### config.mk
export PLATFORM = sky130hd
export DESIGN_NAME = vga_plot_sink_flat
export DESIGN_NICKNAME = d
export VERILOG_FILES = /design/src/rtl/vga_plot_sink_if.sv /design/src/rtl/vga_plot_sink.sv /design/src/flat_wrapper.sv
export SDC_FILE = /design/constraint.sdc
export NUM_CORES = 1
export LEC_CHECK = 0
export CORE_MARGIN = 2
export CORE_UTILIZATION = 40
export DETAILED_ROUTE_END_ITERATION = 8
export SLEW_MARGIN = 0
export SYNTH_ARGS = -nofsm -noshare
export SYNTH_HDL_FRONTEND = slang
export SYNTH_SLANG_ARGS = --single-unit
### constraint.sdc
create_clock -name clk -period 5.8 [get_ports clk]
set_input_delay 0.58 -clock clk [delete_from_list [all_inputs] [get_ports clk]]
set_output_delay 0.58 -clock clk [all_outputs]
set_load 0.01 [all_outputs]
### src/rtl/vga_plot_sink_if.sv
// Pixel plot bus between a rasterizer (circle/line drawer) and the plot sink.
// The sink applies back-pressure through plot_ready.
interface vga_plot_sink_if;
  logic [7:0] vga_x;
  logic [6:0] vga_y;
  logic [2:0] vga_colour;
  logic       vga_plot;
  logic       plot_ready;

  modport master (output vga_x, vga_y, vga_colour, vga_plot, input plot_ready);
  modport slave  (input vga_x, vga_y, vga_colour, vga_plot, output plot_ready);
endinterface

### src/rtl/vga_plot_sink.sv
// Plot sink: clips off-screen pixels, queues accepted plots in a FIFO, writes them
// to a stallable framebuffer port, and performs full-screen clears.
module vga_plot_sink #(
  parameter int unsigned WIDTH      = 160,
  parameter int unsigned HEIGHT     = 120,
  parameter int unsigned FIFO_DEPTH = 8,
  parameter int unsigned ADDR_W     = 15
) (
  input  logic              clk,
  input  logic              rst,
  vga_plot_sink_if.slave    pix,
  input  logic              clear_start,
  input  logic [2:0]        clear_colour,
  output logic              clear_done,
  output logic              busy,
  output logic [ADDR_W-1:0] fb_addr,
  output logic [2:0]        fb_data,
  output logic              fb_we,
  input  logic              fb_wait,
  output logic [7:0]        clip_count,
  output logic              overflow
);

  localparam int unsigned PTR_W = $clog2(FIFO_DEPTH);
  localparam logic [ADDR_W-1:0] LAST_ADDR = ADDR_W'(WIDTH * HEIGHT - 1);

  typedef enum logic [1:0] {
    S_IDLE,
    S_CLR_DRAIN,
    S_CLEAR,
    S_CLR_DONE
  } state_t;

  typedef struct packed {
    logic [7:0] x;
    logic [6:0] y;
    logic [2:0] c;
  } pix_t;

  state_t            state_q, state_d;
  pix_t              mem_q [FIFO_DEPTH];
  logic [PTR_W:0]    wr_ptr_q, wr_ptr_d;
  logic [PTR_W:0]    rd_ptr_q, rd_ptr_d;
  logic [7:0]        clip_q, clip_d;
  logic              ovf_q, ovf_d;
  logic [ADDR_W-1:0] cnt_q, cnt_d;
  logic [2:0]        colour_q, colour_d;

  logic              empty, full, in_idle, drain_en;
  logic              ready, accept, clipped, push, pop;
  pix_t              head;
  logic [ADDR_W-1:0] head_addr;

  assign empty    = (wr_ptr_q == rd_ptr_q);
  assign full     = (wr_ptr_q[PTR_W] != rd_ptr_q[PTR_W]) &&
                    (wr_ptr_q[PTR_W-1:0] == rd_ptr_q[PTR_W-1:0]);
  assign in_idle  = (state_q == S_IDLE);
  assign drain_en = (state_q == S_IDLE) || (state_q == S_CLR_DRAIN);

  assign ready    = !rst && in_idle && !full;
  assign accept   = pix.vga_plot && ready;
  assign clipped  = (32'(pix.vga_x) >= WIDTH) || (32'(pix.vga_y) >= HEIGHT);
  assign push     = accept && !clipped;
  assign pop      = fb_we && !fb_wait && drain_en;

  assign head      = mem_q[rd_ptr_q[PTR_W-1:0]];
  assign head_addr = ADDR_W'(head.y) * ADDR_W'(WIDTH) + ADDR_W'(head.x);

  assign pix.plot_ready = ready;
  assign busy           = !rst && (!in_idle || !empty);
  assign clip_count     = rst ? '0 : clip_q;
  assign overflow       = !rst && ovf_q;

  // State register
  always_ff @(posedge clk) begin
    if (rst) begin
      state_q <= S_IDLE;
    end else begin
      state_q <= state_d;
    end
  end

  // Next-state logic
  always_comb begin
    state_d = state_q;
    case (state_q)
      S_IDLE:      if (clear_start) state_d = S_CLR_DRAIN;
      S_CLR_DRAIN: if (empty) state_d = S_CLEAR;
      S_CLEAR:     if (!fb_wait && (cnt_q == LAST_ADDR)) state_d = S_CLR_DONE;
      S_CLR_DONE:  state_d = S_IDLE;
      default:     state_d = S_IDLE;
    endcase
  end

  // Outputs; address and data are combinational from held state, so they stay stable across stalls
  always_comb begin
    fb_we      = 1'b0;
    fb_addr    = head_addr;
    fb_data    = head.c;
    clear_done = 1'b0;
    if (!rst) begin
      case (state_q)
        S_IDLE, S_CLR_DRAIN: fb_we = !empty;
        S_CLEAR: begin
          fb_we   = 1'b1;
          fb_addr = cnt_q;
          fb_data = colour_q;
        end
        S_CLR_DONE: clear_done = 1'b1;
        default: ;
      endcase
    end
  end

  // Datapath next-state
  always_comb begin
    wr_ptr_d = push ? wr_ptr_q + (PTR_W+1)'(1) : wr_ptr_q;
    rd_ptr_d = pop  ? rd_ptr_q + (PTR_W+1)'(1) : rd_ptr_q;
    clip_d   = (accept && clipped && (clip_q != '1)) ? clip_q + 8'd1 : clip_q;
    ovf_d    = ovf_q || (pix.vga_plot && !ready);
    colour_d = (in_idle && clear_start) ? clear_colour : colour_q;
    cnt_d    = cnt_q;
    if (state_q == S_CLR_DRAIN) begin
      cnt_d = '0;
    end else if ((state_q == S_CLEAR) && !fb_wait) begin
      cnt_d = cnt_q + ADDR_W'(1);
    end
  end

  always_ff @(posedge clk) begin
    if (rst) begin
      wr_ptr_q <= '0;
      rd_ptr_q <= '0;
      clip_q   <= '0;
      ovf_q    <= 1'b0;
      cnt_q    <= '0;
      colour_q <= '0;
    end else begin
      wr_ptr_q <= wr_ptr_d;
      rd_ptr_q <= rd_ptr_d;
      clip_q   <= clip_d;
      ovf_q    <= ovf_d;
      cnt_q    <= cnt_d;
      colour_q <= colour_d;
    end
  end

  always_ff @(posedge clk) begin
    if (push) begin
      mem_q[wr_ptr_q[PTR_W-1:0]] <= '{x: pix.vga_x, y: pix.vga_y, c: pix.vga_colour};
    end
  end

endmodule

### src/flat_wrapper.sv
// flat-port wrapper written by rule: the top's interface ports become plain ports
module vga_plot_sink_flat 
#(
  parameter int unsigned WIDTH      = 160,
  parameter int unsigned HEIGHT     = 120,
  parameter int unsigned FIFO_DEPTH = 8,
  parameter int unsigned ADDR_W     = 15
)
  (clk, rst, clear_start, clear_colour, clear_done, busy, fb_addr, fb_data, fb_we, fb_wait, clip_count, overflow, pix_vga_x, pix_vga_y, pix_vga_colour, pix_vga_plot, pix_plot_ready);
  vga_plot_sink_if pix_i ();
  input  logic clk;
  input  logic rst;
  input  logic clear_start;
  input  logic [2:0] clear_colour;
  output logic clear_done;
  output logic busy;
  output logic [ADDR_W-1:0] fb_addr;
  output logic [2:0] fb_data;
  output logic fb_we;
  input  logic fb_wait;
  output logic [7:0] clip_count;
  output logic overflow;
  input wire logic [$bits(pix_i.vga_x)-1:0] pix_vga_x;
  input wire logic [$bits(pix_i.vga_y)-1:0] pix_vga_y;
  input wire logic [$bits(pix_i.vga_colour)-1:0] pix_vga_colour;
  input wire logic [$bits(pix_i.vga_plot)-1:0] pix_vga_plot;
  output wire logic [$bits(pix_i.plot_ready)-1:0] pix_plot_ready;
  assign pix_i.vga_x = pix_vga_x;
  assign pix_i.vga_y = pix_vga_y;
  assign pix_i.vga_colour = pix_vga_colour;
  assign pix_i.vga_plot = pix_vga_plot;
  assign pix_plot_ready = pix_i.plot_ready;
  vga_plot_sink #(.WIDTH(WIDTH), .HEIGHT(HEIGHT), .FIFO_DEPTH(FIFO_DEPTH), .ADDR_W(ADDR_W)) u_core (.clk(clk), .rst(rst), .pix(pix_i), .clear_start(clear_start), .clear_colour(clear_colour), .clear_done(clear_done), .busy(busy), .fb_addr(fb_addr), .fb_data(fb_data), .fb_we(fb_we), .fb_wait(fb_wait), .clip_count(clip_count), .overflow(overflow));
endmodule
-- Word-level counts from Yosys, hierarchy flattened
Memory sizes are Yosys's and may differ from the RTL's. A register that Yosys moved wholly into a read port is not among the register bits.
Index checks and enable logic that the tools add are counted.
- register bits: 37
- memory bits (writable): 144
- input port bits: 26
- output and inout port bits: 31
- logic and storage cells: 74
- memories: 1
- memories (name ; depth ; width ; rd ports ; clocked after Yosys merged registers in ; wr ports ; line ; RTL):
    u_core.mem_q ; 8 ; 18 ; 1 ; 1 ; 1 ; vga_plot_sink.sv:41 ; pix_t mem_q [FIFO_DEPTH];
- $add $sub $neg: 5
- multipliers: 1
- order comparisons: 2
- equality and inequality tests: 11
- muxes and demuxes: 17
- reductions and logical operators: 30
- operators with widths (cell ; number):
    2-to-1 mux 15 bit ; 2
    adder 15 x 1 -> 15 bit (second input constant) ; 1
    adder 15 x 8 -> 15 bit ; 1
    == test 15 bit (second input constant) ; 1
    logical AND 1 bit ; 15
    2-to-1 mux 3 bit ; 4
    multiplier 7 x 3 -> 10 bit (second input constant) ; 1
    adder 4 x 1 -> 4 bit (second input constant) ; 2
    adder 8 x 1 -> 8 bit (second input constant) ; 1
    >= comparator 8 bit (second input constant) ; 1
    2-to-1 mux 8 bit ; 1
    != test 8 bit (second input constant) ; 1
    one-hot mux 2 bit (4 select lines) ; 1
    >= comparator 7 bit (second input constant) ; 1
    logical NOT 1 bit ; 7
    2-to-1 mux 2 bit ; 3
    2-to-1 mux 1 bit ; 5
    == test 2 bit (second input constant) ; 2
    == test 4 bit ; 1
    logical OR 1 bit ; 4
    != test 2 x 1 -> 1 bit (second input constant) ; 2
    OR reduction 2 bit ; 2
    == test 3 bit ; 1
    AND reduction 3 bit ; 1
    5 further kinds ; 5

-- Logic depth before layout (Yosys ltp)
Gate-level depths: netlist of the first run.
- depth after elaboration: 8
- depth in mapped cells: 15
- mapped depth without buffers: 13

-- Worst setup path before layout of the first run
OpenSTA, ideal clock, no wires.
- kind: register to output
- from: register with a tool-made name
- to: output fb_addr[13]
- arrival time: 3.721 ns
- path slack: 1.499 ns
- stages on the path, launching flop included: 15
- path buffers: 2
- cells stage by stage: dfxtp_1 -> buf_2 -> buf_2 -> mux4_2 -> mux2i_1 -> inv_1 -> ha_1 -> ha_1 -> inv_1 -> fa_1 -> xor2_1 -> or4_4 -> nor3_2 -> xnor2_1 -> o21ai_1
- RTL lines (element ; line ; RTL):
    end: declaration ; flat_wrapper.sv:17 ; output logic [ADDR_W-1:0] fb_addr;

==> results of run 1 <==
## cells by family after synthesis
kind of cell    after synthesis  synth area share (%)
flops                       184                  64.1
simple gates                150                  9.50
mux                          60                  13.4
compound gates               48                  3.43
buf+inv                      36                  1.97
xor+xnor                     35                  3.84
fa+ha+maj                    23                  3.79
## tightest hold or removal path, cell delays in order, from the launching register on
cell and delay, ps:
sky130_fd_sc_hd__dfxtp_1 330, sky130_fd_sc_hd__a21oi_1 40, sky130_fd_sc_hd__nor2_1 70
## flip-flops by register name, summed over array words and instances (netlist names), named ones only
name             cells
u_core.clip_q        8
u_core.cnt_q        15
u_core.colour_q      3
u_core.mem_q       144
u_core.ovf_q         1
u_core.rd_ptr_q      4
u_core.state_q       2
u_core.wr_ptr_q      4
## cells in the final DEF (no fill, tap or decap), types with 12 or more instances in the layout
| master | Yosys | layout |
|---|---|---|
| sky130_fd_sc_hd__a21oi_1 | 18 | 18 |
| sky130_fd_sc_hd__buf_4 | 2 | 15 |
| sky130_fd_sc_hd__clkbuf_16 | 0 | 17 |
| sky130_fd_sc_hd__clkdlybuf4s50_1 | 0 | 56 |
| sky130_fd_sc_hd__dfxtp_1 | 40 | 39 |
| sky130_fd_sc_hd__edfxtp_1 | 144 | 144 |
| sky130_fd_sc_hd__ha_1 | 21 | 21 |
| sky130_fd_sc_hd__inv_1 | 12 | 12 |
| sky130_fd_sc_hd__mux2i_1 | 14 | 14 |
| sky130_fd_sc_hd__mux4_2 | 36 | 36 |
| sky130_fd_sc_hd__nand2_1 | 33 | 33 |
| sky130_fd_sc_hd__nand3_1 | 16 | 16 |
| sky130_fd_sc_hd__nor2_1 | 45 | 45 |
| sky130_fd_sc_hd__nor2b_1 | 13 | 13 |
| sky130_fd_sc_hd__o21ai_0 | 20 | 20 |
| sky130_fd_sc_hd__xnor2_1 | 15 | 15 |
| sky130_fd_sc_hd__xor2_1 | 20 | 20 |
## report_power, final
part           switching [mW]  leakage (nW)  internal (mW)
logic                   0.387          1.21          0.398
clock network           0.588         0.298          0.596
registers              0.0265          1.62           1.45
total                    1.00          3.13           2.45
## cell usage after synthesis, types with 2 or more instances
library cell / n
sky130_fd_sc_hd__or3_1: 4
sky130_fd_sc_hd__and4_1: 4
sky130_fd_sc_hd__fa_1: 2
sky130_fd_sc_hd__nor3_1: 3
sky130_fd_sc_hd__clkbuf_1: 15
sky130_fd_sc_hd__dfxtp_1: 40
sky130_fd_sc_hd__mux2_2: 8
sky130_fd_sc_hd__nor2b_1: 13
sky130_fd_sc_hd__nand2b_1: 5
sky130_fd_sc_hd__o21ai_0: 20
sky130_fd_sc_hd__mux4_2: 36
sky130_fd_sc_hd__nor3b_1: 4
sky130_fd_sc_hd__nor4_1: 2
sky130_fd_sc_hd__nor2_1: 45
sky130_fd_sc_hd__ha_1: 21
sky130_fd_sc_hd__xnor2_1: 15
sky130_fd_sc_hd__nand4_1: 6
sky130_fd_sc_hd__nand3_1: 16
sky130_fd_sc_hd__and3_1: 4
sky130_fd_sc_hd__mux2i_1: 14
sky130_fd_sc_hd__nand2_1: 33
sky130_fd_sc_hd__buf_4: 2
sky130_fd_sc_hd__xor2_1: 20
sky130_fd_sc_hd__and2_1: 3
sky130_fd_sc_hd__inv_1: 12
sky130_fd_sc_hd__buf_2: 6
sky130_fd_sc_hd__a21oi_1: 18
sky130_fd_sc_hd__edfxtp_1: 144
## final cells by class
cell class / count / share of cell area, %
inverter: 12 / 0.472
clock buffer: 17 / 4.45
timing repair buffer: 71 / 7.05
sequential: 184 / 53.7
tap: 265 / 3.47
clock inverter: 15 / 2.21
multi-input combinational: 316 / 28.7
## per-stage QoR
stage / std cells / hold WS [ps] / util (%) / power, mW
CTS: 880 / 468 / 48.9 / 3.49
finish: 880 / 464 / 48.9 / 3.45
global route: 880 / 494 / 48.9 / 3.61
floorplan: 536 / 429 / - / 1.99
detailed placement: 848 / 449 / 45.7 / 2.30
global placement: 848 / 443 / 45.7 / 2.29
## path summary, 6_finish.rpt
check,endpoint
hold reg to reg,u_core.ovf_q
setup reg to reg,u_core.mem_q[3][6]
setup / recovery,fb_addr[14]
hold / removal,u_core.ovf_q
## layer usage
layer | global-route usage [%] | vias to the layer above | share of wire (%)
met4 | 5.64 | 0 | 1.5
met1 | 21.0 | 2255 | 45
met2 | 26.6 | 79 | 50
li1 | - | 2148 | -
met3 | 3.42 | 17 | 3.9
met5 | 0 | - | 0
==> impl_summary.txt, run 1 <==
----------------------------------------------------
[Run status]
  Outcome ... completed

[Place]
  Final RePlAce weighted congestion ... 0.777
  Post-DP HPWL ... 10600 um
  Number of port buffers ... 56
  Cell Area, Placed ... 8920 um^2
  Pre-CTS setup slack ... 968 ps

[Timing]
  Max-Slew Margin vs Limit ... 32.4%
  Max Slew Vio Count ... 0
  Final-report hold violation count ... 0
  Minimum clock period ... 5260 ps
  Unrepaired setup endpoints after global routing ... false
  Worst-Margin Slew ... 1010 ps
  TNS Setup ... 0 ps
  Final setup violating endpoints ... 0
  Period utilization ... 90.6%
  Clock tree skew after final layout ... 13.3 ps
  Worst Slack Setup Final ... 544 ps
  Upper clock frequency limit ... 190 MHz

[Power and ir drop]
  Power per unit of standard cell area ... 361 nW/um^2
  Peak VDD IR ... 0.221 mV
  Static Leak ... 3.13 nW

[Floorplanning]
  Die width ... 145 um
  Placement row count ... 51
  Starting density of the core ... 40.9%
  Y dimension of the die ... 145 um
  Total Die Area ... 21100 um^2
  Number of placed I/O pins ... 57
  Area of the core ... 19500 um^2

[Worst setup path]
  Number of buffer and inverter stages on the critical path ... 3
  Worst path required time ... 5220 ps
  Class of the most critical setup path ... reg -> out
  CP startpoint kind ... flip-flop
  Worst-case reg-to-reg path depth ... 8
  Delay contributed by the slowest stage of the critical path ... 550 ps
  Library cell appearing most often on the critical path ... sky130_fd_sc_hd__ha_1
  Worst path top cell family by delay ... simple AND/OR/NAND/NOR gates
  Slack of the worst reg-to-reg path ... 2660 ps
  Kind of end point of the critical path ... primary output
  Path length in cells of the critical path ... 13
  Crit path max-delay cell type ... sky130_fd_sc_hd__or4_4
  Arrival time at the worst endpoint ... 4680 ps
  CP Max Fanout ... 9
  Series of cell instances along the critical path ... buf_4 > mux4_2 > mux2_2 > ha_1 > ha_1 > inv_1 > fa_1 > xor2_1 > or4_4 > nor4_1 > o21ai_0 > nand3_1 > clkdlybuf4s50_1
  Reg2reg start ... u_core.state_q[0]

[Routing]
  DRC violation count after routing ... 0
  Wire length per cell after detailed routing ... 18.2 um
  TritonRoute pass-1 iters ... 4
  Total wire length after detailed routing ... 16000 um
  Number of routed nets with antenna violations ... 0
  Violation count after the first detailed-routing iteration ... 286
  Vias ... 4499
  Vias per cell ... 5.11

[Worst hold path]
  Worst hold path startpoint ... u_core.ovf_q
  Number of cells on the worst hold path ... 2
  Type of the worst min-delay path ... reg -> reg

[Clock tree]
  Cts repair resizes ... 0
  Maximum clock insertion buffer count ... 2
  # clock sinks ... 184
  Number of setup buffers added after CTS ... 0
  H-tree depth ... 4
  CTS root buffer ... sky130_fd_sc_hd__clkbuf_16
  Post-CTS Hold Buffers ... 0
  Clk_lat worst skew ... 440 ps
  Clock-pin slew reported for the worst setup and hold paths after clock tree synthesis ... 70 ps
  Cts bufs inserted ... 17
  Clock tree from TritonCTS ... built

[Global route]
  Global Route Usage Sum ... 16.0%
  Grt total ovfl ... 0
  Antenna violations before repair ... 0
  Via count of the first global-routing pass ... 4731
  Pin count of the biggest net entering global routing ... 38
  Global-route wire length before repair ... 26100 um

[Synth]
  Number of enable flip-flop cells after synthesis ... 144
  Ys async rst share ... 0%
  Number of synthesized register bits ... 184
  Cell area after synthesis ... 7990 um^2
  Cell accounting for the most synthesized area ... sky130_fd_sc_hd__edfxtp_1
  Fraction of the yosys area taken by sequential cells ... 64.1%
  Yosys top cell area share ... 54.1%
  Syn. warnings ... 0
  Top area cells in the synthesized netlist ... sky130_fd_sc_hd__edfxtp_1 (54%), sky130_fd_sc_hd__mux4_2 (10%), sky130_fd_sc_hd__dfxtp_1 (10%)
  Synthesized area divided by synthesized cell count ... 14.9 um^2
  Cell variety after synth ... 49
  Synthesized net count ... 585
  Most used flip-flop cell after synthesis ... sky130_fd_sc_hd__edfxtp_1
  Cell count after synthesis ... 536

[Finish]
  Area occupied by registers ... 5130 um^2
  Final Instance Area ... 9550 um^2
  Share of layout cells above drive strength 1 ... 17.1%
  Combined area of the multi-input logic cells ... 2740 um^2
  Final net count ... 651
  Fill cell total of the finished layout ... 1685
  Relative area change from synthesis to final layout ... 19.5%
  Inserted Diodes ... 0

[Job]
  Max-cap check violation count ... 0

----------------------------------------------------
(Power assumes the default switching activity.)
==> run 2: changes to the inputs <==
--- a/config.mk
+++ b/config.mk
@@ -5,9 +5,13 @@
 export SDC_FILE = /design/constraint.sdc
 export NUM_CORES = 1
 export LEC_CHECK = 0
+export CELL_PAD_IN_SITES_DETAIL_PLACEMENT = 1
+export CELL_PAD_IN_SITES_GLOBAL_PLACEMENT = 1
 export CORE_MARGIN = 2
 export CORE_UTILIZATION = 40
 export DETAILED_ROUTE_END_ITERATION = 8
+export GPL_TIMING_DRIVEN = 0
+export PLACE_DENSITY_LB_ADDON = 0.1
 export SLEW_MARGIN = 0
 export SYNTH_ARGS = -nofsm -noshare
 export SYNTH_HDL_FRONTEND = slang
==> run 2 against run 1 <==
Effect of this change:
- largest cell class unchanged
- sequential cell count is the same
- final cell count grew 2.0%
- combinational power grew 6.6%
==> impl_summary.txt, run 2 (synthesized netlist as in run 1, its figures left out) <==
----------------------------------------------------
[Timing]
  Worst-Margin Slew ... 1230 ps
  Final-report hold violation count ... 0
  Unrepaired setup endpoints after global routing ... false
  Max-Slew Margin vs Limit ... 18.3%
  Final setup violating endpoints ... 0
  Minimum clock period ... 5470 ps
  Max Slew Vio Count ... 0
  Clock tree skew after final layout ... 9.34 ps
  TNS Setup ... 0 ps
  Fin Hold WS ... 470 ps
  Period utilization ... 94.2%
  Upper clock frequency limit ... 183 MHz

[Worst setup path]
  Delay contributed by the slowest stage of the critical path ... 560 ps
  Kind of end point of the critical path ... primary output
  Class of the most critical setup path ... reg -> out
  Arrival time at the worst endpoint ... 4890 ps
  Worst-case reg-to-reg path depth ... 8
  Worst path required time ... 5220 ps
  Crit path max-delay cell type ... sky130_fd_sc_hd__or4_4
  Endpoint of the worst-slack reg-to-reg timing path ... u_core.mem_q[2][7]
  CP startpoint kind ... flip-flop
  CP Max Fanout ... 18
  Reg2reg start ... u_core.state_q[1]
  Slack of the worst reg-to-reg path ... 2610 ps
  Series of cell instances along the critical path ... buf_6 > clkbuf_2 > mux4_2 > mux2i_4 > inv_1 > ha_1 > ha_1 > inv_1 > fa_1 > xor2_1 > or4_4 > nor4_1 > o21ai_0 > nand3_1 > clkdlybuf4s50_1

[Global route]
  Global Route Usage Sum ... 18.5%
  Via count of the first global-routing pass ... 5063
  Antenna violations before repair ... 0
  Pin count of the biggest net entering global routing ... 20
  Global-route wire length before repair ... 29300 um
  Grt total ovfl ... 0

[Routing]
  TritonRoute pass-1 iters ... 4
  DRC violation count after routing ... 0
  Vias per cell ... 5.18
  Violation count after the first detailed-routing iteration ... 248
  Vias ... 4655
  Total wire length after detailed routing ... 18400 um
  Number of routed nets with antenna violations ... 0
  Wire length per cell after detailed routing ... 20.5 um

[Power and ir drop]
  Static Leak ... 3.19 nW
  Power per unit of standard cell area ... 359 nW/um^2
  Overall power consumption ... 3.47 mW
  Peak VDD IR ... 0.220 mV

[Finish]
  Area occupied by registers ... 5120 um^2
  Most frequent cells in the layout ... sky130_fd_sc_hd__edfxtp_1 (144), sky130_fd_sc_hd__clkdlybuf4s50_1 (55), sky130_fd_sc_hd__nor2_1 (44), sky130_fd_sc_hd__dfxtp_1 (40), sky130_fd_sc_hd__mux4_2 (36)
  Relative area change from synthesis to final layout ... 21.0%
  Inserted Diodes ... 0
  Combined area of the multi-input logic cells ... 2760 um^2
  Share of layout cells above drive strength 1 ... 17.9%
  Max FFs per register ... 144
  Final net count ... 669
  Most common cell after layout, fill and taps aside ... sky130_fd_sc_hd__edfxtp_1
  Post-route non-filler standard cell count ... 898
  Fill cell total of the finished layout ... 1957

[Clock tree]
  CTS root buffer ... sky130_fd_sc_hd__clkbuf_16
  Clock-pin slew reported for the worst setup and hold paths after clock tree synthesis ... 70 ps
  Cts bufs inserted ... 17
  Maximum clock insertion buffer count ... 2
  Number of setup buffers added after CTS ... 0
  Clk_lat worst skew ... 430 ps
  Clock tree from TritonCTS ... built
  # clock sinks ... 184
  H-tree depth ... 4

[Floorplanning]
  Die width ... 145 um
  Number of placed I/O pins ... 57
  Y dimension of the die ... 145 um
  Total Die Area ... 21100 um^2
  Placement row count ... 51
  Starting density of the core ... 40.9%
  Area of the core ... 19500 um^2

[Place]
  Post-Place Cells ... 868
  Post-DP HPWL ... 13300 um
  Number of port buffers ... 55
  Final RePlAce weighted congestion ... 0.789

[Job]
  Max-cap check violation count ... 0

[Worst hold path]
  Number of cells on the worst hold path ... 1
  Worst hold path startpoint ... u_core.clip_q[7]
  Hold EP ... u_core.clip_q[7]
  Type of the worst min-delay path ... reg -> reg

[Run status]
  Outcome ... completed

----------------------------------------------------
==> run 2: per-layer routing <==
metal / vias up / track usage, % / wire length (um)
met2: 68 / 31.0 / 9320
li1: 2189 / - / -
met4: 0 / 5.34 / 133
met5: - / 0 / 0
met3: 7 / 3.42 / 526
met1: 2391 / 24.7 / 8460
==> run 2: worst max-delay path by stage <==
| stage | to | from | slack, ps |
|---|---|---|---|
| 6_report | fb_addr[14] | flip-flop | 330 |
| 3_5_place_dp | fb_addr[14] | flip-flop | 150 |
| 2_1_floorplan | fb_addr[13] | flip-flop | 1500 |
| 3_3_place_gp | u_core.mem_q[4][3] | pix_vga_x[5] | 140 |
| 5_1_grt | fb_addr[14] | flip-flop | 60 |
| 4_1_cts | fb_addr[14] | flip-flop | 70 |
==> run 2: report_power, final <==
group | switching [mW] | leakage, nW | internal, mW
clock | 0.519 | 0.296 | 0.641
combinational | 0.427 | 1.28 | 0.410
sequential | 0.0214 | 1.62 | 1.45
==> run 2: worst max-delay path, delay by kind of cell, from the launching register on <==
kind | cells | cell delay, ps
compound gates | 1 | 120
xor+xnor | 1 | 190
flops | 1 | 340
mux | 2 | 670
simple gates | 3 | 890
fa+ha+maj | 3 | 890
buf+inv | 5 | 1340
==> run 2: cell type report <==
cell class                 count  area share [%]
buffer                        22            1.27
clock buffer                  22            5.24
clock inverter                10           0.958
inverter                      12           0.466
multi-input combinational    316            28.5
sequential                   184            53.0
tap                          265            3.43
timing repair buffer          67            7.13
==> run 2: per-stage QoR <==
stage               worst slack, ps  util (%)  cell area, um^2
floorplan                      1500         -             7990
global placement                138      45.5             8870
detailed placement              148      46.3             9050
CTS                            71.6      49.4             9650
global route                   63.8      49.5             9670
finish                          334      49.5             9670
==> run 2: timing repair <==
| action | in CTS | in global routing |
|---|---|---|
| pin swaps | 0 | 0 |
| endpoints found under the setup margin | 3 | 3 |
| gates resized for setup | 5 | 4 |
| hold buffers | 0 | 0 |
==> run 3: changes to the inputs <==
--- a/config.mk
+++ b/config.mk
@@ -12,7 +12,6 @@
 export DETAILED_ROUTE_END_ITERATION = 8
 export GPL_TIMING_DRIVEN = 0
 export PLACE_DENSITY_LB_ADDON = 0.1
-export SLEW_MARGIN = 0
 export SYNTH_ARGS = -nofsm -noshare
 export SYNTH_HDL_FRONTEND = slang
 export SYNTH_SLANG_ARGS = --single-unit
==> results of run 3 <==
Same layout as run 2: the final DEF is identical, and so are final timing and power.
